[config.mk]
export PLATFORM = sky130hd
export DESIGN_NAME = sysbus_arbiter
export DESIGN_NICKNAME = d
export VERILOG_FILES = /design/src/rtl/sysbus_arbiter.sv
export SDC_FILE = /design/constraint.sdc
export NUM_CORES = 1
export LEC_CHECK = 0
export BUFFER_PORTS_ARGS = -buffer_cell sky130_fd_sc_hd__buf_2
export CAP_MARGIN = 10
export CORE_AREA = 2 2 368 370
export CTS_CLUSTER_DIAMETER = 40
export DETAILED_ROUTE_END_ITERATION = 7
export DIE_AREA = 0 0 370 372
export GPL_ROUTABILITY_DRIVEN = 0
export PLACE_DENSITY = 0.4
export SKIP_CTS_REPAIR_TIMING = 1
export SYNTH_ARGS = -nofsm -noshare
export SYNTH_HDL_FRONTEND = slang
export SYNTH_SLANG_ARGS = --single-unit
[constraint.sdc]
create_clock -name clk -period 17.95 [get_ports clk]
set_input_delay 1.795 -clock clk [delete_from_list [all_inputs] [get_ports clk]]
set_output_delay 1.795 -clock clk [all_outputs]
set_load 0.01 [all_outputs]
[src/rtl/sysbus_arbiter.sv]
// sysbus_arbiter: shares one Sysbus request/response channel between fetch and data requesters,
// one 64-byte line at a time. Define SYSBUS_ARB_FIXED_PRIO_EN for fixed data-first priority.
module sysbus_arbiter #(
  parameter int ADDR_W = 64,
  parameter int DATA_W = 64,
  parameter int BEATS  = 8,
  parameter int TAG_W  = 13
) (
  input  logic                    clk,
  input  logic                    reset,
  input  logic                    f_req_valid,
  input  logic [ADDR_W-1:0]       f_req_addr,
  output logic                    f_req_ready,
  output logic                    f_resp_valid,
  output logic [DATA_W-1:0]       f_resp_data,
  output logic                    f_resp_last,
  input  logic                    m_req_valid,
  input  logic                    m_req_write,
  input  logic [ADDR_W-1:0]       m_req_addr,
  input  logic [BEATS*DATA_W-1:0] m_req_wdata,
  output logic                    m_req_ready,
  output logic                    m_resp_valid,
  output logic [DATA_W-1:0]       m_resp_data,
  output logic                    m_resp_last,
  output logic                    bus_reqcyc,
  output logic [DATA_W-1:0]       bus_req,
  output logic [TAG_W-1:0]        bus_reqtag,
  input  logic                    bus_reqack,
  input  logic                    bus_respcyc,
  input  logic [DATA_W-1:0]       bus_resp,
  input  logic [TAG_W-1:0]        bus_resptag,
  output logic                    bus_respack
);

  localparam int LINE_LSB = 6;
  localparam int CNT_W = (BEATS > 1) ? $clog2(BEATS) : 1;
  localparam logic [CNT_W-1:0] LAST_BEAT = CNT_W'(BEATS - 1);
  localparam logic OWN_FETCH = 1'b0;
  localparam logic OWN_DATA  = 1'b1;

  typedef enum logic [1:0] {IDLE, ADDR, WDATA, RRESP} state_t;

  state_t                       state;
  logic [CNT_W-1:0]             beat_cnt;
  logic                         owner_p0;
  logic                         write_p0;
  logic [ADDR_W-LINE_LSB-1:0]   addr_p0;
  logic [BEATS*DATA_W-1:0]      wdata_p0;

  logic grant_any;
  logic grant_data;
  logic resp_hit;
  logic wr_last_ack;
  logic unused_bits;

  // Arbitration: decided combinationally in IDLE so the ready pulse lands in the request cycle
`ifdef SYSBUS_ARB_FIXED_PRIO_EN
  assign grant_data = m_req_valid;
`else
  logic last_grant;

  assign grant_data = m_req_valid && (!f_req_valid || (last_grant == OWN_FETCH));

  always_ff @(posedge clk) begin
    if (reset) begin
      last_grant <= OWN_DATA;
    end else if (grant_any) begin
      last_grant <= grant_data;
    end
  end
`endif

  assign grant_any   = (state == IDLE) && !reset && (f_req_valid || m_req_valid);
  assign f_req_ready = grant_any && !grant_data;
  assign m_req_ready = grant_any && grant_data;

  // Response routing: beats only count when they belong to the transaction in flight
  assign resp_hit    = (state == RRESP) && !reset && bus_respcyc && (bus_resptag[0] == owner_p0);
  assign wr_last_ack = (state == WDATA) && !reset && bus_reqack && (beat_cnt == LAST_BEAT);

  assign f_resp_valid = resp_hit && (owner_p0 == OWN_FETCH);
  assign m_resp_valid = resp_hit && (owner_p0 == OWN_DATA);
  assign f_resp_data  = f_resp_valid ? bus_resp : '0;
  assign m_resp_data  = m_resp_valid ? bus_resp : '0;
  assign f_resp_last  = f_resp_valid && (beat_cnt == LAST_BEAT);
  assign m_resp_last  = (m_resp_valid && (beat_cnt == LAST_BEAT)) || wr_last_ack;
  assign bus_respack  = bus_respcyc;

  assign unused_bits = ^{f_req_addr[LINE_LSB-1:0], m_req_addr[LINE_LSB-1:0],
                         bus_resptag[TAG_W-1:1]};

  always_comb begin
    bus_reqcyc = 1'b0;
    bus_req    = '0;
    bus_reqtag = '0;
    if (!reset && (state == ADDR || state == WDATA)) begin
      bus_reqcyc = 1'b1;
      bus_reqtag = TAG_W'({~write_p0, 4'b0001, {(TAG_W-6){1'b0}}, owner_p0});
      if (state == ADDR) begin
        bus_req = DATA_W'({addr_p0, {LINE_LSB{1'b0}}});
      end else begin
        bus_req = wdata_p0[int'(beat_cnt)*DATA_W +: DATA_W];
      end
    end
  end

  // Request capture: data-path registers, loaded only on a grant
  always_ff @(posedge clk) begin
    if (grant_any) begin
      addr_p0  <= grant_data ? m_req_addr[ADDR_W-1:LINE_LSB] : f_req_addr[ADDR_W-1:LINE_LSB];
      write_p0 <= grant_data && m_req_write;
      wdata_p0 <= m_req_wdata;
    end
  end

  // Transaction FSM
  always_ff @(posedge clk) begin
    if (reset) begin
      state    <= IDLE;
      beat_cnt <= '0;
      owner_p0 <= OWN_FETCH;
    end else begin
      case (state)
        IDLE: begin
          if (grant_any) begin
            state    <= ADDR;
            owner_p0 <= grant_data;
            beat_cnt <= '0;
          end
        end
        ADDR: begin
          if (bus_reqack) begin
            state    <= write_p0 ? WDATA : RRESP;
            beat_cnt <= '0;
          end
        end
        WDATA: begin
          if (bus_reqack) begin
            if (beat_cnt == LAST_BEAT) state <= IDLE;
            else beat_cnt <= beat_cnt + CNT_W'(1);
          end
        end
        RRESP: begin
          if (resp_hit) begin
            if (beat_cnt == LAST_BEAT) state <= IDLE;
            else beat_cnt <= beat_cnt + CNT_W'(1);
          end
        end
        default: state <= IDLE;
      endcase
    end
  end

endmodule
==> results of run 1 <==
-- layout make-up --
class | count | share of cell area, %
clock inverter | 83 | 3.182
multi-input combinational | 683 | 18.00
inverter | 9 | 0.1206
clock buffer | 111 | 7.862
antenna | 22 | 0.1607
timing repair buffer | 919 | 13.66
tap | 1781 | 6.506
sequential | 578 | 50.51
-- report_power, final --
group	switching, mW	internal (mW)	total [mW]
clock network	0.736	1.38	2.11
registers	0.0610	1.76	1.83
logic	0.348	0.240	0.589
total	1.15	3.38	4.53
-- cell usage after synthesis, drive strengths merged --
| cell | instances | area share, % |
|---|---|---|
| buf | 57 | 1.4 |
| o22ai | 58 | 1.6 |
| nor4 | 2 | 0.052 |
| nor3 | 3 | 0.063 |
| mux2 | 172 | 8.1 |
| nor2b | 4 | 0.10 |
| a21boi | 2 | 0.063 |
| xnor2 | 1 | 0.037 |
| o21ai | 3 | 0.063 |
| clkbuf | 35 | 0.55 |
| mux2i | 9 | 0.38 |
| ha | 7 | 0.37 |
| dfxtp | 7 | 0.59 |
| o21a | 1 | 0.031 |
| nand2b | 1 | 0.026 |
| nand2 | 66 | 1.0 |
| inv | 9 | 0.14 |
| and2 | 131 | 3.4 |
| o311ai | 2 | 0.073 |
| or3 | 2 | 0.073 |
| o31ai | 57 | 1.8 |
| a21oi | 4 | 0.084 |
| conb | 1 | 0.016 |
| and3 | 3 | 0.079 |
| edfxtp | 571 | 72 |
| a2bb2oi | 1 | 0.037 |
| mux4 | 71 | 6.7 |
| o41ai | 2 | 0.073 |
| a31o | 1 | 0.037 |
| a22oi | 1 | 0.031 |
| o21ba | 1 | 0.068 |
| nor2 | 68 | 1.1 |
-- per-layer routing --
layer / vias to the layer above / wire (um) / GRT usage, %
met5: - / 356 / 0
li1: 7241 / - / -
met3: 187 / 8679 / 5.654
met2: 645 / 44640 / 20.91
met1: 7928 / 34040 / 14.06
met4: 60 / 2105 / 3.909
-- worst reg2reg max path, cell delays in order (launching register included) --
cell and delay [ns]:
dfxtp_1 0.35, inv_1 0.10, ha_1 0.30, nand2_1 0.23
inv_8 0.65, buf_4 0.92, buf_4 0.83, buf_4 0.91
-- cell families after synthesis --
group / synth area share (%)
multiplexers: 15.19
AND/OR/NAND/NOR: 5.940
buffers and inverters: 2.087
adder cells (fa/ha/maj): 0.3670
other: 0.01571
flip-flops: 72.43
AO/OA/AOI/OAI: 3.932
XOR/XNOR: 0.03670
-- flip-flops by register name, indices dropped and copies added (netlist names) --
signal,flops
write_p0,1
beat_cnt,3
last_grant,1
addr_p0,58
wdata_p0,512
owner_p0,1
state,2
-- layout by cell type (no fill, tap or decap), drive strengths merged, types with 22 or more instances in the layout --
cell / Yosys / final
inv: 9 / 27
diode: 0 / 22
clkbuf: 35 / 111
o31ai: 57 / 57
nor2: 68 / 68
and2: 131 / 131
mux2: 172 / 172
clkinv: 0 / 34
buf: 57 / 919
mux4: 71 / 71
nand2: 66 / 66
o22ai: 58 / 58
edfxtp: 571 / 571
-- worst min-delay path by stage --
stage,startpoint,slack (ns),end,cells past startpoint
2_1_floorplan,state[1],0.47,state[1],2
3_3_place_gp,state[1],0.48,state[1],2
3_5_place_dp,state[1],0.49,state[1],2
4_1_cts,state[1],0.50,state[1],2
5_1_grt,state[1],0.54,state[1],2
6_report,state[1],0.50,state[1],2
-- per-stage QoR --
| stage | power [mW] | cell area [um2] |
|---|---|---|
| 2_1_floorplan | 2.321 | 23900 |
| 3_3_place_gp | 2.437 | 30390 |
| 3_5_place_dp | 2.460 | 30390 |
| 4_1_cts | 4.610 | 34170 |
| 5_1_grt | 4.718 | 34230 |
| 6_report | 4.525 | 34250 |
==> results.sh, run 1 <==
export IMPL_clockBufferDepth=3
export IMPL_h_tree_depth=3
export IMPL_synth_seq_cells=578
export IMPL_drt_iter0_markers=804
export IMPL_clock_sinks=578
export IMPL_grt_pass1_vias=17000
export IMPL_setup_viol=0
export IMPL_crit_chain="buf_2 > nor2b_1 > nand2_4 > buf_4 > o31ai_1 > buf_2"
export IMPL_crit_path_end="bus_req[50]"
export IMPL_critPathRequiredTime_ns=16.15
export IMPL_ys_types=37
export IMPL_final_seq_area_um2=17300
export IMPL_core_um2=134300
export IMPL_start_util_pct=17.77
export IMPL_r2r_cells=7
export IMPL_slew_headroom_pct=21.97
export IMPL_place_ws_ns=11.38
export IMPL_dp_hpwl_um=66280
export IMPL_area_delta_synth_final_pct=43.50
export IMPL_antenna_found_initial=58
export IMPL_criticalPathCategory="input pin to primary output"
export IMPL_worstReg2RegEnd="wdata_p0[297]"
export IMPL_first_pass_iters=5
export IMPL_critPathCaptureType="primary output"
export IMPL_r2r_slack_ns=13.19
export IMPL_syn_area_per_cell_um2=17.64
export IMPL_vias=16060
export IMPL_die_y_um=372
export IMPL_clock_insertion_delay_worst_skew_ns=0.69
export IMPL_tns_ns=0
export IMPL_grt_pass1_wl_um=121900
export IMPL_drv_slew=0
export IMPL_cp_top_family="simple AND/OR/NAND/NOR gates"
export IMPL_finalNonFillerCells=4186
export IMPL_grt_max_degree=156
export IMPL_wl_per_cell_um=21.46
export IMPL_multiInputGateArea_um2=6165
export IMPL_post_route_period_util_pct=35.38
export IMPL_die_w_um=370
export IMPL_finalHoldViolCount=0
export IMPL_port_buffers=902
export IMPL_io_pins=937
export IMPL_syn_inst=1353
export IMPL_nFillCells=14020
export IMPL_cts_buffers=105
export IMPL_startpoint="reset"
export IMPL_final_util_pct=25.50
export IMPL_cts_tree="yes"
export IMPL_power_density_nw_per_um2=132.1
export IMPL_path_clk_slew_ns=0.04
export IMPL_crit_fanout=40
export IMPL_drive_above_1_share_pct=57.03
export IMPL_finalHoldWorstSlack_ns=0.4966
export IMPL_antenna_left=0
export IMPL_track_usage_pct=12.45
export IMPL_ys_warn_count=0
export IMPL_syn_area_um2=23870
export IMPL_avgViaCountPerCell=3.837
export IMPL_cp_depth=6
export IMPL_finClkSkew_ns=0.02877
export IMPL_finalWirelength_um=89820
export IMPL_fmax_mhz=157.5
export IMPL_clock_root_buffer="clkbuf_16"
export IMPL_drv_cap=0
export IMPL_die_area_um2=137600
export IMPL_rsz0062_at_grt="false"
export IMPL_worst_slew_pin_transition_ns=1.170
export IMPL_period_needed_ns=6.350
export IMPL_global_route_overflow_total=0
export IMPL_row_count=135
export IMPL_crit_slowest_cell="nor2b_1"
export IMPL_vdd_drop_max_mv=0.08652
export IMPL_worstPathBufferInverterCount=3
export IMPL_synth_seq_area_share_pct=72.43
export IMPL_fin_ws_ns=11.60
export IMPL_cp_slowest_stage_delay_ns=0.64
export IMPL_r2r_start="state[0]"
export IMPL_arrival_ns=4.56
export IMPL_status="complete, no violations"
export IMPL_drc=0
export IMPL_final_nets=3027
export IMPL_cp_start_kind="input pin"
export IMPL_crit_top_cell="buf_2"
export IMPL_leakage_nw=13.25
export IMPL_hp_class="flip-flop to flip-flop"
export IMPL_dp_cells=3969
(Power assumes the default switching activity.)
==> inputs of run 2 (changes only) <==
--- a/config.mk
+++ b/config.mk
@@ -5,14 +5,15 @@
 export SDC_FILE = /design/constraint.sdc
 export NUM_CORES = 1
 export LEC_CHECK = 0
+export ABC_AREA = 1
 export BUFFER_PORTS_ARGS = -buffer_cell sky130_fd_sc_hd__buf_2
 export CAP_MARGIN = 10
-export CORE_AREA = 2 2 368 370
+export CORE_AREA = 2 2 367 369
 export CTS_CLUSTER_DIAMETER = 40
 export DETAILED_ROUTE_END_ITERATION = 7
-export DIE_AREA = 0 0 370 372
+export DIE_AREA = 0 0 369 371
 export GPL_ROUTABILITY_DRIVEN = 0
-export PLACE_DENSITY = 0.4
+export PLACE_DENSITY = 0.41
 export SKIP_CTS_REPAIR_TIMING = 1
 export SYNTH_ARGS = -nofsm -noshare
 export SYNTH_HDL_FRONTEND = slang
==> constraint.sdc (replaced) <==
create_clock -name clk -period 5.35 [get_ports clk]
set_input_delay 0.535 -clock clk [delete_from_list [all_inputs] [get_ports clk]]
set_output_delay 0.535 -clock clk [all_outputs]
set_load 0.01 [all_outputs]
==> run 2 against run 1 <==
Synthesized cell count rose by 58%. First-iteration DRC count rose by 50%. Worst hold slack got worse by 0.44 ns. Synthesized area grew 2.6%. Critical endpoint is now bus_req[62]. Largest power group unchanged.
==> results.sh, run 2 <==
export IMPL_crit_slowest_cell="inv_8"
export IMPL_nFillCells=13940
export IMPL_dp_hpwl_um=74550
export IMPL_ys_types=27
export IMPL_grt_max_degree=150
export IMPL_cp_start_kind="flip-flop"
export IMPL_synthArstFlopShare_pct=0
export IMPL_power_density_nw_per_um2=468.8
export IMPL_dpl_cell_area_um2=30850
export IMPL_drive_above_1_share_pct=31.57
export IMPL_yosys_area_top_type="edfxtp_1"
export IMPL_reg_largest_list="wdata_p0 (512), addr_p0 (58), beat_cnt (3)"
export IMPL_multiInputGateArea_um2=5896
export IMPL_drv_slew=0
export IMPL_clock_root_buffer="clkbuf_16"
export IMPL_synth_flop_cell="edfxtp_1"
export IMPL_track_usage_pct=14.46
export IMPL_crit_fanout=112
export IMPL_clock_insertion_delay_worst_skew_ns=0.75
export IMPL_slew_headroom_pct=23.19
export IMPL_mostFrequentLayoutCell="buf_2"
export IMPL_worstPathBufferInverterCount=3
export IMPL_ys_warn_count=0
export IMPL_port_buffers=902
export IMPL_critPathRequiredTime_ns=4.82
export IMPL_cp_slowest_stage_delay_ns=0.57
export IMPL_period_needed_ns=3.831
export IMPL_die_w_um=369
export IMPL_status="complete, no violations"
export IMPL_clock_sinks=578
export IMPL_wl_per_cell_um=19.46
export IMPL_finalNonFillerCells=5442
export IMPL_die_area_um2=136900
export IMPL_final_util_pct=30.17
export IMPL_syn_area_um2=24480
export IMPL_arrival_ns=3.30
export IMPL_clockBufferDepth=3
export IMPL_path_clk_slew_ns=0.06
export IMPL_yosysTopAreaCellShare_pct=70.03
export IMPL_global_route_overflow_total=0
export IMPL_antenna_found_initial=17
export IMPL_cts_tree="yes"
export IMPL_hp_class="input pin to flip-flop"
export IMPL_cts_buffers=114
export IMPL_yosys_top_cells_count="edfxtp_1 (571), nor2_1 (429), nand2_1 (317)"
export IMPL_synth_area_leaders="edfxtp_1 (70%), nor2_1 (6.6%), nand2_1 (4.9%), o21ai_0 (4.7%), o211ai_1 (3.7%)"
export IMPL_total_power_mw=18.78
export IMPL_die_y_um=371
export IMPL_syn_inst=2144
export IMPL_h_tree_depth=3
export IMPL_row_count=134
export IMPL_drt_iter0_markers=1203
export IMPL_largest_reg_flops=512
export IMPL_avgViaCountPerCell=3.943
export IMPL_setup_viol=0
export IMPL_worst_slew_pin_transition_ns=1.152
export IMPL_finalWirelength_um=105900
export IMPL_drv_cap=0
export IMPL_synth_seq_area_share_pct=70.61
export IMPL_tns_ns=0
export IMPL_vdd_drop_max_mv=0.3133
export IMPL_largest_register="wdata_p0"
export IMPL_grt_pass1_vias=19420
export IMPL_critPathCaptureType="primary output"
export IMPL_grt_pass1_wl_um=140000
export IMPL_drc=0
export IMPL_fmax_mhz=261.0
export IMPL_layout_common_cells="buf_2 (902), edfxtp_1 (571), dlygate4sd3_1 (510)"
export IMPL_dp_cells=4709
export IMPL_synth_seq_cells=578
export IMPL_vias=21460
export IMPL_start_util_pct=18.44
export IMPL_io_pins=937
export IMPL_first_pass_iters=5
export IMPL_criticalPathCategory="flip-flop to primary output"
export IMPL_area_delta_synth_final_pct=63.61
export IMPL_rsz0062_at_grt="false"
export IMPL_crit_chain="inv_8 > buf_12 > nor2_1 > o211ai_1 > nand3_1 > nand2_1 > buf_2"
export IMPL_finClkSkew_ns=0.06390
export IMPL_post_route_period_util_pct=71.60
export IMPL_leakage_nw=16.76
export IMPL_final_nets=4298
export IMPL_final_cell_area_um2=40060
export IMPL_core_um2=132800
export IMPL_finalHoldViolCount=0
export IMPL_post_synth_top_count_cell="edfxtp_1"
export IMPL_cp_top_family="buffers and inverters"
export IMPL_antenna_left=0
export IMPL_synth_edf_count=571
export IMPL_final_seq_area_um2=17300
export IMPL_syn_area_per_cell_um2=11.42
==> run 2: cell type report <==
class / instances / share of cell area, %
inverter: 146 / 1.402
multi-input combinational: 1281 / 14.72
clock inverter: 97 / 2.970
tap: 1768 / 5.522
sequential: 578 / 43.19
antenna: 6 / 0.03748
clock buffer: 120 / 7.231
timing repair buffer: 1446 / 24.93
==> run 2: cells by family (layout without fill, tap and decap cells) <==
| group | count (synthesis) | in the layout | share of synthesized area [%] |
|---|---|---|---|
| AO/OA/AOI/OAI | 449 | 449 | 10.49 |
| adder cells (fa/ha/maj) | 7 | 7 | 0.3577 |
| buffers and inverters | 294 | 1809 | 5.626 |
| flip-flops | 578 | 578 | 70.61 |
| other | 1 | 16 | 0.01532 |
| AND/OR/NAND/NOR | 815 | 815 | 12.90 |
==> run 2: report_power, final <==
part	total, mW	internal (mW)	switching, mW
Sequential	6.30	6.00	0.298
Clock	7.48	4.87	2.61
Combinational	5.00	1.58	3.42
==> run 2: path summary, 6_finish.rpt <==
kind | start | end | slack, ns | cells after the start
max | beat_cnt[0] | bus_req[62] | 1.52 | 7
min | m_req_addr[20] | addr_p0[14] | 0.06 | 3
max reg2reg | state[1] | wdata_p0[35] | 2.21 | 8
min reg2reg | last_grant | last_grant | 0.51 | 2
==> run 2: metrics by stage <==
step                      worst slack (ns)  hold WS, ns
after floorplan                     -4.353       0.4391
after global placement               2.058       0.4800
after detailed placement             2.062       0.5054
after CTS                            1.358      -0.1381
after global routing                 1.190     0.007477
final                                1.519      0.05610
==> run 2: worst min-delay path, delay by kind of cell <==
kind / cells / cell delay [ns]
and+or+nand+nor: 2 / 0.09
buffers and inverters: 1 / 0.07
==> run 2: layer usage <==
layer  track usage [%]  part of all wire (%)
met4             4.725                   2.4
met3             5.090                   5.9
met1             16.51                    41
met5                 0                 0.044
met2             25.08                    51
==> inputs of run 3 (changes only) <==
==> constraint.sdc (replaced) <==
create_clock -name clk -period 3.4 [get_ports clk]
set_input_delay 0.34 -clock clk [delete_from_list [all_inputs] [get_ports clk]]
set_output_delay 0.34 -clock clk [all_outputs]
set_load 0.01 [all_outputs]
==> run 3 against run 2 <==
Clock skew is 0.011 ns higher. Critical path depth stayed put. Sequential power up 55%. Largest cell class unchanged. Register-to-register slack got worse by 1.4 ns. Global-route usage is essentially flat. Sequential cell count stayed put. Cell count rose by 2.5%. Power is 57% higher. Worst hold slack better by 0.0089 ns. Highest routed layer unchanged.
==> results.sh, run 3 (synthesis gave the netlist of run 2 again) <==
export IMPL_crit_fanout=55
export IMPL_rsz0062_at_grt="false"
export IMPL_grt_max_degree=112
export IMPL_finClkSkew_ns=0.07463
export IMPL_dpl_cell_area_um2=31170
export IMPL_clock_sinks=578
export IMPL_mostFrequentLayoutCell="buf_2"
export IMPL_clock_root_buffer="clkbuf_16"
export IMPL_die_w_um=369
export IMPL_h_tree_depth=3
export IMPL_antenna_found_initial=25
export IMPL_cp_slowest_stage_delay_ns=0.42
export IMPL_vdd_drop_max_mv=0.3873
export IMPL_core_um2=132800
export IMPL_post_route_period_util_pct=92.21
export IMPL_finalWirelength_um=108700
export IMPL_drv_slew=0
export IMPL_nFillCells=13760
export IMPL_die_y_um=371
export IMPL_cp_start_kind="flip-flop"
export IMPL_global_route_overflow_total=0
export IMPL_fmax_mhz=319.0
export IMPL_first_pass_iters=5
export IMPL_drt_iter0_markers=1173
export IMPL_largest_register="wdata_p0"
export IMPL_critPathRequiredTime_ns=3.06
export IMPL_drive_above_1_share_pct=30.87
export IMPL_final_cell_area_um2=41280
export IMPL_vias=21850
export IMPL_wl_per_cell_um=19.48
export IMPL_layout_common_cells="buf_2 (902), dlygate4sd3_1 (619), edfxtp_1 (571)"
export IMPL_crit_chain="inv_8 > buf_12 > nor2_1 > o211ai_1 > nand3_1 > nand2_1 > buf_2"
export IMPL_finalHoldViolCount=0
export IMPL_power_density_nw_per_um2=715.2
export IMPL_cts_tree="yes"
export IMPL_reg_largest_list="wdata_p0 (512), addr_p0 (58), beat_cnt (3)"
export IMPL_finalHoldWorstSlack_ns=0.06497
export IMPL_arrival_ns=2.79
export IMPL_status="complete, no violations"
export IMPL_worst_slew_pin_transition_ns=0.9111
export IMPL_io_pins=937
export IMPL_holdPathStages=4
export IMPL_drc=0
export IMPL_start_util_pct=18.44
export IMPL_clock_insertion_delay_worst_skew_ns=0.73
export IMPL_critPathCaptureType="primary output"
export IMPL_worstReg2RegEnd="addr_p0[57]"
export IMPL_r2r_start="last_grant"
export IMPL_period_needed_ns=3.135
export IMPL_setup_viol=0
export IMPL_crit_slowest_cell="dfxtp_4"
export IMPL_die_area_um2=136900
export IMPL_final_nets=4435
export IMPL_hold_end="beat_cnt[0]"
export IMPL_grt_pass1_wl_um=139800
export IMPL_cts_buffers=110
export IMPL_antenna_left=0
export IMPL_r2r_cells=7
export IMPL_avgViaCountPerCell=3.917
export IMPL_total_power_mw=29.53
export IMPL_slew_headroom_pct=38.62
export IMPL_hp_start="reset"
export IMPL_r2r_slack_ns=0.80
export IMPL_hp_class="input pin to flip-flop"
export IMPL_clockBufferDepth=3
export IMPL_area_delta_synth_final_pct=68.61
export IMPL_criticalPathCategory="flip-flop to primary output"
export IMPL_dp_hpwl_um=76830
export IMPL_port_buffers=902
export IMPL_drv_cap=0
export IMPL_row_count=134
export IMPL_path_clk_slew_ns=0.04
export IMPL_grt_pass1_vias=19290
export IMPL_track_usage_pct=14.50
export IMPL_leakage_nw=17.32
export IMPL_largest_reg_flops=512
-- run 3: how the worst max path moves through the flow --
stage                     start           to  slack (ns)  cells past startpoint
floorplan              state[0]   addr_p0[0]       -6.30                      6
global placement    beat_cnt[0]  bus_req[26]        0.63                      6
detailed placement  beat_cnt[0]  bus_req[26]        0.63                      6
CTS                 beat_cnt[0]  bus_req[26]       -0.13                      6
global route        beat_cnt[0]  bus_req[28]        0.01                      7
finish              beat_cnt[0]  bus_req[61]        0.27                      7
-- run 3: power by group --
group	total [mW]	internal [mW]	switching, mW
combinational	8.54	2.92	5.62
clock	11.2	7.15	4.06
sequential	9.78	9.41	0.367
total	29.5	19.5	10.0
-- run 3: area by class of cell --
cell class / count / area (um2) / area share [%]
sequential: 578 / 17300 / 41.91
timing repair buffer: 1587 / 11460 / 27.77
multi-input combinational: 1281 / 5896 / 14.28
clock buffer: 126 / 2813 / 6.813
tap: 1768 / 2212 / 5.359
clock inverter: 82 / 1011 / 2.449
inverter: 146 / 561.8 / 1.361
antenna: 10 / 25.02 / 0.06062
-- run 3: worst max-delay path: cells and delay by family, from the launching register on --
kind,cells,cell delay [ns]
AND/OR/NAND/NOR,3,0.53
AO/OA/AOI/OAI,1,0.23
flip-flops,1,0.42
buffers and inverters,3,0.83
-- run 3: layer usage --
layer  vias to the layer above  track usage, %  part of all wire (%)
li1                      10630               -                     -
met1                     10310           16.86                    42
met3                       182           4.565                   5.4
met5                         -               0                  0.10
met4                        18           5.840                   2.8
met2                       717           24.69                    50
-- run 3: stage by stage --
| stage | util, % | TNS [ns] | worst slack [ns] | std cells |
|---|---|---|---|---|
| floorplan | - | -3599.10 | -6.303 | 2153 |
| CTS | 26.35 | -0.2480 | -0.1319 | 4944 |
| global placement | 23.47 | 0 | 0.6339 | 4736 |
| global route | 31.09 | 0 | 0.01466 | 5576 |
| finish | 31.09 | 0 | 0.2650 | 5578 |
| detailed placement | 23.47 | 0 | 0.6329 | 4736 |
